===== config.mk =====
export PLATFORM = sky130hd
export DESIGN_NAME = multicycle_control_flat
export DESIGN_NICKNAME = d
export VERILOG_FILES = /design/src/rtl/multicycle_control_if.sv /design/src/rtl/multicycle_control.sv /design/src/flat_wrapper.sv
export SDC_FILE = /design/constraint.sdc
export NUM_CORES = 1
export LEC_CHECK = 0
export ABC_AREA = 1
export CORE_MARGIN = 5
export CORE_UTILIZATION = 32
export DETAILED_ROUTE_END_ITERATION = 8
export PLACE_DENSITY_LB_ADDON = 0.12
export SYNTH_ARGS = -nofsm -noshare
export SYNTH_HDL_FRONTEND = slang
export SYNTH_SLANG_ARGS = --single-unit

===== constraint.sdc =====
create_clock -name CLK -period 1.21 [get_ports CLK]
set_clock_uncertainty 0.05 [all_clocks]
set_input_delay 0.3025 -clock CLK [delete_from_list [all_inputs] [get_ports CLK]]
set_output_delay 0.3025 -clock CLK [all_outputs]
set_load 0.01 [all_outputs]

===== src/rtl/multicycle_control_if.sv =====
// multicycle_control_if: control bundle between the sequencer and the datapath (CYCLE_CNT/INSTR_CNT present only with MULTICYCLE_CTRL_PERF_EN)
interface multicycle_control_if;
    logic [5:0] opcode;
    logic Zero, MEM_READY;
    logic PCWrite, PCWriteCond, PC_EN, IorD, MemRead, MemWrite, IRWrite;
    logic MemtoReg, RegDst, RegWrite, ALUSrcA;
    logic [1:0] ALUSrcB, ALUOp, PCSource;
    logic ILLEGAL_OP;
    logic [3:0] STATE;
`ifdef MULTICYCLE_CTRL_PERF_EN
    logic [31:0] CYCLE_CNT, INSTR_CNT;
`endif
    modport master(
        input  opcode, Zero, MEM_READY,
        output PCWrite, PCWriteCond, PC_EN, IorD, MemRead, MemWrite, IRWrite,
        output MemtoReg, RegDst, RegWrite, ALUSrcA, ALUSrcB, ALUOp, PCSource,
        output ILLEGAL_OP, STATE
`ifdef MULTICYCLE_CTRL_PERF_EN
        , output CYCLE_CNT, INSTR_CNT
`endif
    );
    modport slave(
        output opcode, Zero, MEM_READY,
        input  PCWrite, PCWriteCond, PC_EN, IorD, MemRead, MemWrite, IRWrite,
        input  MemtoReg, RegDst, RegWrite, ALUSrcA, ALUSrcB, ALUOp, PCSource,
        input  ILLEGAL_OP, STATE
`ifdef MULTICYCLE_CTRL_PERF_EN
        , input CYCLE_CNT, INSTR_CNT
`endif
    );
endinterface


===== src/rtl/multicycle_control.sv =====
// multicycle_control: multi-cycle MIPS sequencer (Moore FSM, Mealy memory gating); MULTICYCLE_CTRL_PERF_EN adds cycle/instruction counters
module multicycle_control (
    input logic CLK,
    input logic RESET,
    multicycle_control_if.master bus
);
    localparam logic [5:0] OP_RTYPE = 6'd0;
    localparam logic [5:0] OP_LW    = 6'd35;
    localparam logic [5:0] OP_SW    = 6'd43;
    localparam logic [5:0] OP_BEQ   = 6'd8;
    localparam logic [5:0] OP_J     = 6'd2;
    typedef enum logic [3:0] {
        FETCH = 4'd0, DECODE = 4'd1, MEMADR = 4'd2, MEMRD = 4'd3, MEMWB = 4'd4,
        MEMWR = 4'd5, EXEC = 4'd6, RWB = 4'd7, BRANCH = 4'd8, JUMP = 4'd9
    } state_t;
    state_t state_q, state_d;
    logic rdy, legal;
    assign rdy = bus.MEM_READY;
    assign legal = bus.opcode inside {OP_RTYPE, OP_LW, OP_SW, OP_BEQ, OP_J};
    always_comb begin
        state_d = FETCH;
        case (state_q)
            FETCH:   state_d = rdy ? DECODE : FETCH;
            DECODE:  state_d = (bus.opcode == OP_LW || bus.opcode == OP_SW) ? MEMADR :
                               bus.opcode == OP_RTYPE ? EXEC :
                               bus.opcode == OP_BEQ ? BRANCH :
                               bus.opcode == OP_J ? JUMP : FETCH;
            MEMADR:  state_d = bus.opcode == OP_LW ? MEMRD : bus.opcode == OP_SW ? MEMWR : FETCH;
            MEMRD:   state_d = rdy ? MEMWB : MEMRD;
            MEMWR:   state_d = rdy ? FETCH : MEMWR;
            EXEC:    state_d = RWB;
            default: state_d = FETCH;
        endcase
    end
    always_ff @(posedge CLK) state_q <= RESET ? state_d : FETCH;
    // every output is forced low while reset is held, independent of the stored state
    always_comb begin
        bus.PCWrite = 1'b0;
        bus.PCWriteCond = 1'b0;
        bus.IorD = 1'b0;
        bus.MemRead = 1'b0;
        bus.MemWrite = 1'b0;
        bus.IRWrite = 1'b0;
        bus.MemtoReg = 1'b0;
        bus.RegDst = 1'b0;
        bus.RegWrite = 1'b0;
        bus.ALUSrcA = 1'b0;
        bus.ALUSrcB = 2'b00;
        bus.ALUOp = 2'b00;
        bus.PCSource = 2'b00;
        bus.ILLEGAL_OP = 1'b0;
        if (RESET) begin
            case (state_q)
                FETCH: begin
                    bus.MemRead = 1'b1;
                    bus.ALUSrcB = 2'b01;
                    bus.IRWrite = rdy;
                    bus.PCWrite = rdy;
                end
                DECODE: begin
                    bus.ALUSrcB = 2'b11;
                    bus.ILLEGAL_OP = !legal;
                end
                MEMADR: begin
                    bus.ALUSrcA = 1'b1;
                    bus.ALUSrcB = 2'b10;
                end
                MEMRD: begin
                    bus.MemRead = 1'b1;
                    bus.IorD = 1'b1;
                end
                MEMWB: begin
                    bus.RegWrite = 1'b1;
                    bus.MemtoReg = 1'b1;
                end
                MEMWR: begin
                    bus.MemWrite = 1'b1;
                    bus.IorD = 1'b1;
                end
                EXEC: begin
                    bus.ALUSrcA = 1'b1;
                    bus.ALUOp = 2'b10;
                end
                RWB: begin
                    bus.RegWrite = 1'b1;
                    bus.RegDst = 1'b1;
                end
                BRANCH: begin
                    bus.ALUSrcA = 1'b1;
                    bus.ALUOp = 2'b01;
                    bus.PCWriteCond = 1'b1;
                    bus.PCSource = 2'b01;
                end
                JUMP: begin
                    bus.PCWrite = 1'b1;
                    bus.PCSource = 2'b10;
                end
                default: ;
            endcase
        end
    end
    assign bus.PC_EN = bus.PCWrite | (bus.PCWriteCond & bus.Zero);
    assign bus.STATE = RESET ? state_q : 4'd0;
`ifdef MULTICYCLE_CTRL_PERF_EN
    logic [31:0] cyc_q, cyc_d, ins_q, ins_d;
    logic done;
    always_comb begin
        done = state_q inside {MEMWB, RWB, BRANCH, JUMP} || (state_q == MEMWR && rdy);
        cyc_d = cyc_q + 32'd1;
        ins_d = ins_q + {31'd0, done};
    end
    always_ff @(posedge CLK) begin
        cyc_q <= RESET ? cyc_d : 32'd0;
        ins_q <= RESET ? ins_d : 32'd0;
    end
    assign bus.CYCLE_CNT = cyc_q;
    assign bus.INSTR_CNT = ins_q;
`endif
endmodule


===== src/flat_wrapper.sv =====
// flat-port wrapper written by rule: the top's interface ports become plain ports
module multicycle_control_flat 
  (CLK, RESET, bus_opcode, bus_Zero, bus_MEM_READY, bus_PCWrite, bus_PCWriteCond, bus_PC_EN, bus_IorD, bus_MemRead, bus_MemWrite, bus_IRWrite, bus_MemtoReg, bus_RegDst, bus_RegWrite, bus_ALUSrcA, bus_ALUSrcB, bus_ALUOp, bus_PCSource, bus_ILLEGAL_OP, bus_STATE);
  multicycle_control_if bus_i ();
  input logic CLK;
  input logic RESET;
  input wire logic [$bits(bus_i.opcode)-1:0] bus_opcode;
  input wire logic [$bits(bus_i.Zero)-1:0] bus_Zero;
  input wire logic [$bits(bus_i.MEM_READY)-1:0] bus_MEM_READY;
  output wire logic [$bits(bus_i.PCWrite)-1:0] bus_PCWrite;
  output wire logic [$bits(bus_i.PCWriteCond)-1:0] bus_PCWriteCond;
  output wire logic [$bits(bus_i.PC_EN)-1:0] bus_PC_EN;
  output wire logic [$bits(bus_i.IorD)-1:0] bus_IorD;
  output wire logic [$bits(bus_i.MemRead)-1:0] bus_MemRead;
  output wire logic [$bits(bus_i.MemWrite)-1:0] bus_MemWrite;
  output wire logic [$bits(bus_i.IRWrite)-1:0] bus_IRWrite;
  output wire logic [$bits(bus_i.MemtoReg)-1:0] bus_MemtoReg;
  output wire logic [$bits(bus_i.RegDst)-1:0] bus_RegDst;
  output wire logic [$bits(bus_i.RegWrite)-1:0] bus_RegWrite;
  output wire logic [$bits(bus_i.ALUSrcA)-1:0] bus_ALUSrcA;
  output wire logic [$bits(bus_i.ALUSrcB)-1:0] bus_ALUSrcB;
  output wire logic [$bits(bus_i.ALUOp)-1:0] bus_ALUOp;
  output wire logic [$bits(bus_i.PCSource)-1:0] bus_PCSource;
  output wire logic [$bits(bus_i.ILLEGAL_OP)-1:0] bus_ILLEGAL_OP;
  output wire logic [$bits(bus_i.STATE)-1:0] bus_STATE;
  assign bus_i.opcode = bus_opcode;
  assign bus_i.Zero = bus_Zero;
  assign bus_i.MEM_READY = bus_MEM_READY;
  assign bus_PCWrite = bus_i.PCWrite;
  assign bus_PCWriteCond = bus_i.PCWriteCond;
  assign bus_PC_EN = bus_i.PC_EN;
  assign bus_IorD = bus_i.IorD;
  assign bus_MemRead = bus_i.MemRead;
  assign bus_MemWrite = bus_i.MemWrite;
  assign bus_IRWrite = bus_i.IRWrite;
  assign bus_MemtoReg = bus_i.MemtoReg;
  assign bus_RegDst = bus_i.RegDst;
  assign bus_RegWrite = bus_i.RegWrite;
  assign bus_ALUSrcA = bus_i.ALUSrcA;
  assign bus_ALUSrcB = bus_i.ALUSrcB;
  assign bus_ALUOp = bus_i.ALUOp;
  assign bus_PCSource = bus_i.PCSource;
  assign bus_ILLEGAL_OP = bus_i.ILLEGAL_OP;
  assign bus_STATE = bus_i.STATE;
  multicycle_control u_core (.CLK(CLK), .RESET(RESET), .bus(bus_i));
endmodule

==> summary.md, run 1 <==
| Metric | Value |
|---|---|
| Crit path time final | 1680 ps |
| Die span in x | 50.8 microns |
| Port Buffer Count | 31 |
| Leak Pwr | about 0.8 nW |
| Number of diodes | 0 |
| Clk root buf | clkbuf_4 |
| DR WL met3 | 154 microns |
| Initial antenna violation count | 0 |
| WL met2 | about 1700 microns |
| Pwr Total | 515 uW |
| Pre-CTS setup slack | -1090 ps |
| CP top delay family | buffers and inverters |
| Leading area contributor after synthesis | nand2_1 |
| Fillers | 83 |
| CTS tree | yes |
| Post-route insts no fill | 197 |
| Core Util, Final | approximately 89% |
| Multi-input gate area | between 500 and 600 sq um |
| Crit-path max FO | 5 |
| Vias in the first global route | approximately 1100 |
| I/O pins | 32 |
| Crit-path slowest cell | dfxtp_4 |
| Hold Path End | u_core.state_q[3] |
| Final Instance Area | ~1400 sq um |
| Area grow syn2layout | 158% |
| Num rows | 14 |
| Cell Area, Synth | between 500 and 600 sq um |
| Slew margin rel. | 79.3% |
| RSZ-0062 raised after global routing | true |
| Synth Area per Inst | slightly above 5 sq um |
| Wire per inst | between 15 and 20 microns |
| Outcome | complete, but fails checks |
| Worst r2r dst | u_core.state_q[1] |
| Via density per instance | approximately 5 |
| Worst-margin pin slew | 309 ps |
| Setup TNS | -7590 ps |
| Final ANT Viol Nets | 0 |
| Register with the most flip-flops | u_core.state_q |
| Commonest non-fill, non-tap cell in the layout | buf_4 |
| Worst reg2reg setup slack | -300 ps |
| WS Path Type | flip-flop to output pin |
| Sequential area share after synthesis | between 15 and 20% |
| GRT Util Overall | between 20 and 25% |
| Placed Area | approximately 1100 sq um |
| Die area | roughly 2600 sq um |
| Most frequent cells in the layout | buf_4, buf_6, buf_2 |
| Pin count of the biggest net entering global routing | 8 |
| Count of final max-slew check failures | 0 |
| First drt pass iteration count | 4 |
| P per Cell Area | 374 nW/um^2 |
| Starting density of the core | around a third |
| Critical path data required time | between 800 and 900 ps |
| Worst-path clk slew | approximately 40 ps |
| Reg2Reg Depth | 11 |
| DRC Markers | 0 |
| Top cells by area, synth | nand2_1, nor2_1, dfxtp_1, inv_1, nand3_1 |
| Met1 Wirelength | roughly 1200 microns |
| CTS H-tree lvls | 1 |
| Final wirelength | between 3000 and 4000 microns |
| First-pass GRT wire length | approximately 4400 microns |
| Vias | 1009 |
| Core area | approximately 1500 sq um |
| Highest Signal Layer | met4 |
| Synth warn | 0 |
| Cells after Synth | between 100 and 150 |
| FF-to-FF Start | u_core.state_q[0] |
| Hold Path Cell Cnt | 5 |
| CP Data Arrival Time | 1320 ps |
| CP endpoint kind | output pin |
| HP Class | input port to flip-flop |
| Startpoint types | flip-flop |
| Max Root-Sink Buffers | 2 |
| # clock sinks | 4 |
| Global route total overflow | 0 |
| HPWL after DPL | 1710 microns |
| CP Cell Sequence | buf_6 > nor2_4 > buf_12 > nand2_4 > nor2_2 > buf_2 |
| Hold slack final | about 490 ps |
| DP Cell Count | 179 |
| HP Start | RESET |
| Layout cells sized above 1 | about two thirds |
| CTS Buf Count | 3 |
| CP Buf/Inv Count | 3 |
| Synth top area share | 16.9% |
| Seq cells post-synth | 4 |
| Top Registers | u_core.state_q (4) |
| Fmax | approximately 600 MHz |
| MaxCap Viol Count | 0 |
| Storage cell area | 95.1 sq um |
| Final setup margin | -466 ps |
| Violated checks | setup timing |
| CP max stage delay | ~370 ps |
| Maximum vdd ir drop | 0.552 mV |
| Die H | 50.8 microns |
| Max reg flops | 4 |
| # setup viols final | 25 |
| Clk Latency, worst-skew pair | 230 ps |
| Routability-driven placement congestion ratio | ~0.86 |
| Fin crit share | 139% |
| Iter 0 DRT Violations | 18 |
| Nets | around 190 |
| Synth cell types | 20 |
| Mapped Nets | around 120 |
| Hold Violations, Final | 0 |
power breakdown:
group	internal (mW)	leakage (nW)	switching, mW	total [mW]
Clock	0.111	0.0138	0.0541	0.165
Sequential	0.128	0.0355	0.00746	0.136
Combinational	0.102	0.745	0.113	0.214
worst max path at each step:
stage	cells after the start	end	start
4_1_cts	6	bus_ILLEGAL_OP	u_core.state_q[3]
2_1_floorplan	5	bus_ILLEGAL_OP	u_core.state_q[2]
3_5_place_dp	8	bus_IorD	RESET
5_1_grt	6	bus_ALUOp[1]	u_core.state_q[0]
6_report	6	bus_ALUOp[1]	u_core.state_q[0]
3_3_place_gp	8	bus_IorD	RESET
logic make-up (layout without fill, tap and decap cells):
group,Yosys count,after routing,synth area share [%]
simple gates,69,69,57.5
buf+inv,25,101,19.7
compound gates,7,7,7.74
flops,4,4,15.0
routing by layer:
layer / vias up / GRT usage [%]
li1: 473 / -
met1: 472 / 22.1
met2: 46 / 39.3
met3: 18 / 4.94
met4: 0 / 15.3
met5: - / 0
what timing repair did:
action	CTS	global route
hold buffers	0	0
pin swaps	18	15
buffers inserted	11	7
hold endpoints to repair	0	0
endpoints found under the setup margin	26	25
gates resized for setup	144	26
worst reg2reg max path: stages (launching register included):
cell	delay, ps
dfxtp_4	370
buf_6	130
nor2_4	140
buf_12	130
buf_4	100
buf_4	90
nand2_2	70
nor2_4	100
nand2_1	60
nand3b_1	80
nand2_1	70
inv_1	60
final cells by class:
class,count,area share (%)
repair buffers,75,45.4
multi-input cells,76,37.9
flip-flops and latches,4,6.90
inverters,23,6.72
clock buffers,3,1.63
well taps,16,1.45
synth_stat cells:
cell / count
o21ai_0: 1
dfxtp_1: 4
nand2_2: 1
inv_2: 2
nand3b_1: 2
nor2_2: 1
nor2_1: 24
a31o_2: 1
a21oi_1: 3
nand4_1: 1
buf_6: 1
nor2_4: 2
o21ai_1: 1
nand3_1: 12
inv_1: 20
a211oi_1: 1
clkinv_1: 1
nand2_1: 24
buf_4: 1
nor3_1: 2
Note: power is estimated with default switching activity, not from simulation.
==> run 2: changes to the inputs <==
--- a/config.mk
+++ b/config.mk
@@ -9,6 +9,7 @@
 export CORE_MARGIN = 5
 export CORE_UTILIZATION = 32
 export DETAILED_ROUTE_END_ITERATION = 8
+export GPL_TIMING_DRIVEN = 0
 export PLACE_DENSITY_LB_ADDON = 0.12
 export SYNTH_ARGS = -nofsm -noshare
 export SYNTH_HDL_FRONTEND = slang
==> summary.md, run 2 (synthesis gave the netlist of run 1 again) <==
| Metric | Value |
|---|---|
| Worst reg2reg setup slack | -50 ps (+250 ps) |
| Leak Pwr | 0.610 nW (-23%) |
| Global route total overflow | 0 (unchanged) |
| First drt pass iteration count | 4 (unchanged) |
| Layout cells sized above 1 | 63.6% (-4.4 points) |
| # setup viols final | 24 (-4.0%) |
| Crit-path max FO | 4 (-1) |
| Nets | 163 (-16%) |
| Comb power frac | 37.0% (-4.6 points) |
| Internal power | 316 uW (-7.2%) |
| CP top delay family | buffers and inverters |
| Worst setup path startpoint | u_core.state_q[0] |
| # clock sinks | 4 (unchanged) |
| Number of diodes | 0 (unchanged) |
| Hold Violations, Final | 0 (unchanged) |
| Count of final max-slew check failures | 0 (unchanged) |
| CP Capture Point | bus_IorD |
| Clock power frac | 33.8% (+1.8 points) |
| Pin count of the biggest net entering global routing | 10 (+2) |
| Final wirelength | 2110 microns (-35%) |
| CP Buf/Inv Count | 4 (+1) |
| Wire per inst | 12.6 microns (-23%) |
| Final ANT Viol Nets | 0 (unchanged) |
| Fillers | 121 (+46%) |
| CP endpoint kind | output pin |
| Worst-path clk slew | 30 ps (about the same) |
| Violated checks | setup timing |
| Final Instance Area | 1160 sq um (-16%) |
| CTS Buf Count | 3 (unchanged) |
| Seq pwr share | 29.1% (+2.8 points) |
| Port Buffer Count | 30 (-3.2%) |
| Outcome | complete, but fails checks |
| Hold Path Cell Cnt | 3 (-2) |
| HP Start | RESET |
| Register with the most flip-flops | u_core.state_q |
| Starting density of the core | 34.6% (unchanged) |
| Vias in the first global route | 755 (-29%) |
| Die span in x | 50.8 microns (unchanged) |
| Fin crit share | 139% (+0.76 points) |
| Slew margin rel. | 78.2% (-1.1 points) |
| Pwr Total | 466 uW (-9.5%) |
| Max Root-Sink Buffers | 2 (unchanged) |
| RSZ-0062 raised after global routing | true |
| Fmax | 593 MHz (-0.55%) |
| CP Data Arrival Time | 1330 ps (about the same) |
| GRT Util Overall | 14.4% (-7.6 points) |
| WS Path Type | flip-flop to output pin |
| HPWL after DPL | 1370 microns (-20%) |
| Multi-input gate area | 522 sq um (unchanged) |
| Crit path time final | 1690 ps (+9.22 ps) |
| FF-to-FF Start | u_core.state_q[0] |
| HP Class | input port to flip-flop |
| Initial antenna violation count | 0 (unchanged) |
| P per Cell Area | 403 nW/um^2 (+7.7%) |
| Most frequent cells in the layout | buf_6, buf_2, inv_1, nand2_1, nor2_2 |
| Top Registers | u_core.state_q (4) |
| Post-route insts no fill | 167 (-15%) |
| CTS H-tree lvls | 1 (unchanged) |
| Num rows | 14 (unchanged) |
| Maximum vdd ir drop | 0.363 mV (-34%) |
| CP most frequent cell | buf_12 |
| Hold_buf cts | 0 (unchanged) |
| Storage cell area | 95.1 sq um (unchanged) |
| Die H | 50.8 microns (unchanged) |
| Commonest non-fill, non-tap cell in the layout | buf_6 |
| Placed Area | 897 sq um (-19%) |
| MaxCap Viol Count | 0 (unchanged) |
| Vias | 825 (-18%) |
| I/O pins | 32 (unchanged) |
| CP max stage delay | 380 ps (about the same) |
| Core area | 1540 sq um (unchanged) |
| Critical path data required time | 860 ps (about the same) |
| Final setup margin | -475 ps (-9.22 ps) |
| Setup TNS | -5960 ps (+1630 ps) |
| Clk root buf | clkbuf_4 |
| Crit-path slowest cell | dfxtp_4 |
| Crit. path cell count | 6 (unchanged) |
| Sw Ratio | 32.2% (-1.7 points) |
| Iter 0 DRT Violations | 10 (-8) |
| Die area | 2580 sq um (unchanged) |
| Worst r2r dst | u_core.state_q[1] |
| Net Sw Power | 150 uW (-14%) |
| Routability-driven placement congestion ratio | 0.799 (-7.0%) |
| Clk Latency, worst-skew pair | 230 ps (about the same) |
| DRC Markers | 0 (unchanged) |
| Area grow syn2layout | 117% |
| Worst-margin pin slew | 325 ps (+16.0 ps) |
| DP Cell Count | 151 (-16%) |
| Via density per instance | 4.94 (-3.5%) |
| Reg2Reg Depth | 9 (-2) |
| Max reg flops | 4 (unchanged) |
| First-pass GRT wire length | 3060 microns (-31%) |
| CTS tree | yes |
| Startpoint types | flip-flop |
| CP Cell Sequence | buf_12 > buf_12 > nand2_8 > inv_6 > a31o_2 > buf_6 |
==> run 2: final cells by class <==
type | instances | area share, %
timing repair buffer | 43 | 32.8
clock buffer | 3 | 1.95
multi-input combinational | 76 | 45.1
sequential | 4 | 8.22
buffer | 2 | 1.95
tap | 16 | 1.73
inverter | 23 | 8.32
==> run 2: routing by layer <==
layer / part of all wire [%] / track usage, %
met5: 0 / 0
met3: 5.2 / 3.78
met2: 54 / 25.6
met1: 41 / 16.1
met4: 0 / 5.53
==> run 2: worst min-delay path by stage <==
stage / end
after floorplan: u_core.state_q[2]
after global placement: u_core.state_q[0]
after detailed placement: u_core.state_q[0]
after CTS: u_core.state_q[0]
after global routing: u_core.state_q[1]
final: u_core.state_q[1]
==> run 2: tightest hold or removal path, cell delays in order <==
cell     delay (ps)
buf_6           130
nand2_1          60
inv_1            30
==> run 2: repair_timing <==
action,in CTS,in global routing
gates resized for setup,112,49
hold endpoints to repair,0,0
gates cloned,0,0
buffers inserted,5,8
endpoints found under the setup margin,26,25
pin swaps,12,17
==> run 2: power groups by stage <==
stage               logic (mW)  clock network (mW)  registers [mW]
detailed placement       0.142                   0           0.143
global route             0.190               0.178           0.136
finish                   0.172               0.158           0.136
floorplan               0.0715                   0           0.142
global placement         0.140                   0           0.143
CTS                      0.136               0.168           0.136
==> run 2: through the flow <==
stage	util [%]	hold WS [ps]	setup slack, ps
after floorplan	-	460	-70.3
after global placement	58.2	494	-944
after detailed placement	58.2	490	-981
after CTS	62.4	255	-423
after global routing	75.1	298	-548
final	75.1	289	-475
==> run 3: changes to the inputs <==
--- a/config.mk
+++ b/config.mk
@@ -10,7 +10,7 @@
 export CORE_UTILIZATION = 32
 export DETAILED_ROUTE_END_ITERATION = 8
 export GPL_TIMING_DRIVEN = 0
-export PLACE_DENSITY_LB_ADDON = 0.12
+export PLACE_DENSITY = 0.73
 export SYNTH_ARGS = -nofsm -noshare
 export SYNTH_HDL_FRONTEND = slang
 export SYNTH_SLANG_ARGS = --single-unit
==> summary.md, run 3 (synthesis gave the netlist of run 1 again) <==
| Metric | Value |
|---|---|
| Violated checks | setup timing |
| Critical path data required time | 860 ps (about the same) |
| Leak Pwr | 0.710 nW (+16%) |
| Max Root-Sink Buffers | 2 (unchanged) |
| Slew margin rel. | 78.7% (+0.48 points) |
| Maximum vdd ir drop | 0.456 mV (+26%) |
| First-pass GRT wire length | 3870 microns (+27%) |
| Hold Violations, Final | 0 (unchanged) |
| Core area | 1540 sq um (unchanged) |
| Max reg flops | 4 (unchanged) |
| WS Path Type | flip-flop to output pin |
| Wire per inst | 13.6 microns (+8.0%) |
| Clk root buf | clkbuf_4 |
| # clock sinks | 4 (unchanged) |
| Iter 0 DRT Violations | 9 (-1) |
| Global route total overflow | 0 (unchanged) |
| Most frequent cells in the layout | buf_6, buf_4, buf_2 |
| Comb power frac | 41.1% (+4.1 points) |
| CTS tree | yes |
| Worst-margin pin slew | 318 ps (-7.12 ps) |
| Fmax | 597 MHz (+0.61%) |
| Register with the most flip-flops | u_core.state_q |
| Worst-path clk slew | 40 ps (about the same) |
| Crit path time final | 1680 ps (-10.3 ps) |
| Net Sw Power | 177 uW (+18%) |
| DRC Markers | 0 (unchanged) |
| I/O pins | 32 (unchanged) |
| Crit-path max FO | 6 (+2) |
| RSZ-0062 raised after global routing | true |
| Commonest non-fill, non-tap cell in the layout | buf_6 |
| Layout cells sized above 1 | 70.3% (+6.7 points) |
| Clk Latency, worst-skew pair | 240 ps (about the same) |
| Routability-driven placement congestion ratio | 0.875 (+9.5%) |
| CTS Buf Count | 3 (unchanged) |
| Hold slack final | 276 ps (-12.2 ps) |
| Internal power | 350 uW (+11%) |
| GRT Util Overall | 18.8% (+4.4 points) |
| # setup viols final | 25 (+4.2%) |
| First drt pass iteration count | 4 (unchanged) |
| HPWL after DPL | 1380 microns (+0.56%) |
| CP endpoint kind | output pin |
| Die area | 2580 sq um (unchanged) |
| Sw Ratio | 33.6% (+1.4 points) |
| Initial antenna violation count | 0 (unchanged) |
| Pin count of the biggest net entering global routing | 10 (unchanged) |
| CTS H-tree lvls | 1 (unchanged) |
| CP Data Arrival Time | 1320 ps (about the same) |
| Die H | 50.8 microns (unchanged) |
| Final ANT Viol Nets | 0 (unchanged) |
| P per Cell Area | 413 nW/um^2 (+2.6%) |
| Area grow syn2layout | 139% |
| Num rows | 14 (unchanged) |
| Via density per instance | 4.94 (about the same) |
| Nets | 177 (+8.6%) |
| Top Registers | u_core.state_q (4) |
| HP Class | input port to flip-flop |
| Die span in x | 50.8 microns (unchanged) |
| Vias in the first global route | 851 (+13%) |
| Final wirelength | 2470 microns (+17%) |
| Startpoint types | flip-flop |
| Outcome | complete, but fails checks |
| Vias | 894 (+8.4%) |
| MaxCap Viol Count | 0 (unchanged) |
| Clock power frac | 33.2% (-0.6 points) |
| Port Buffer Count | 30 (unchanged) |
| Fin crit share | 138% (-0.85 points) |
| Seq pwr share | 25.7% (-3.4 points) |
| Final setup margin | -465 ps (+10.3 ps) |
| Starting density of the core | 34.6% (unchanged) |
| Count of final max-slew check failures | 0 (unchanged) |
| Number of diodes | 0 (unchanged) |
| Pre-CTS setup slack | -942 ps (+39.1 ps) |
[run 3: cell types whose count changed in the layout (fill, tap and decap cells not counted), moves of 3 or more]
cell,previous run,this run
buf_2,13,16
buf_4,6,17
buf_6,16,19
buf_8,0,3
dlygate4sd2_1,7,3
inv_2,7,10
nand3_1,7,4
[run 3: critical path, stage by stage (launching register included)]
cell and delay (ps):
dfxtp_4 370, buf_6 120, nor2_4 160, buf_6 120, nand2_4 50, nor2_1 100, buf_2 160
[run 3: layout make-up]
| class | count | area (sq um) |
|---|---|---|
| timing repair buffer | 57 | 480 |
| multi-input combinational | 76 | 547 |
| buffer | 2 | 22.5 |
| tap | 16 | 20.0 |
| sequential | 4 | 95.1 |
| inverter | 23 | 88.8 |
| fill | 96 | 265 |
| clock buffer | 3 | 22.5 |
[run 3: per-stage QoR]
stage | cell area, sq um | instances | util, % | TNS, ps | total power [mW]
after floorplan | 577 | 105 | - | -268 | 0.213
after global placement | 897 | 151 | 58.2 | -12170 | 0.283
after detailed placement | 897 | 151 | 58.2 | -12390 | 0.286
after CTS | 1160 | 177 | 75.2 | -5530 | 0.498
after global routing | 1280 | 181 | 82.8 | -7900 | 0.551
final | 1280 | 181 | 82.8 | -6740 | 0.527
[run 3: worst paths after layout]
kind	startpoint	endpoint	slack, ps	cells after the start
max	u_core.state_q[0]	bus_ALUOp[1]	-470	6
min	RESET	u_core.state_q[0]	280	3
max reg2reg	u_core.state_q[0]	u_core.state_q[1]	-170	10
min reg2reg	u_core.state_q[1]	u_core.state_q[3]	610	3
[run 3: metal layers]
layer / vias to the layer above / GRT usage, % / wire length, microns
met5: - / 0 / 0
li1: 442 / - / -
met2: 44 / 36.6 / 1350
met4: 0 / 6.38 / 54
met3: 8 / 5.23 / 178
met1: 400 / 18.7 / 890
[run 3: what timing repair did]
action,CTS,global route
endpoints found under the hold margin,0,0
buffers inserted,25,4
pin swaps,20,14
hold buffers,0,0
setup endpoints to repair,26,25
resized for setup,159,26
[run 3: power groups by stage]
stage               combinational, mW  sequential (mW)  clock [mW]
floorplan                      0.0715            0.142           0
global placement                0.140            0.143           0
detailed placement              0.143            0.143           0
CTS                             0.194            0.135       0.169
global route                    0.234            0.136       0.182
finish                          0.217            0.135       0.175
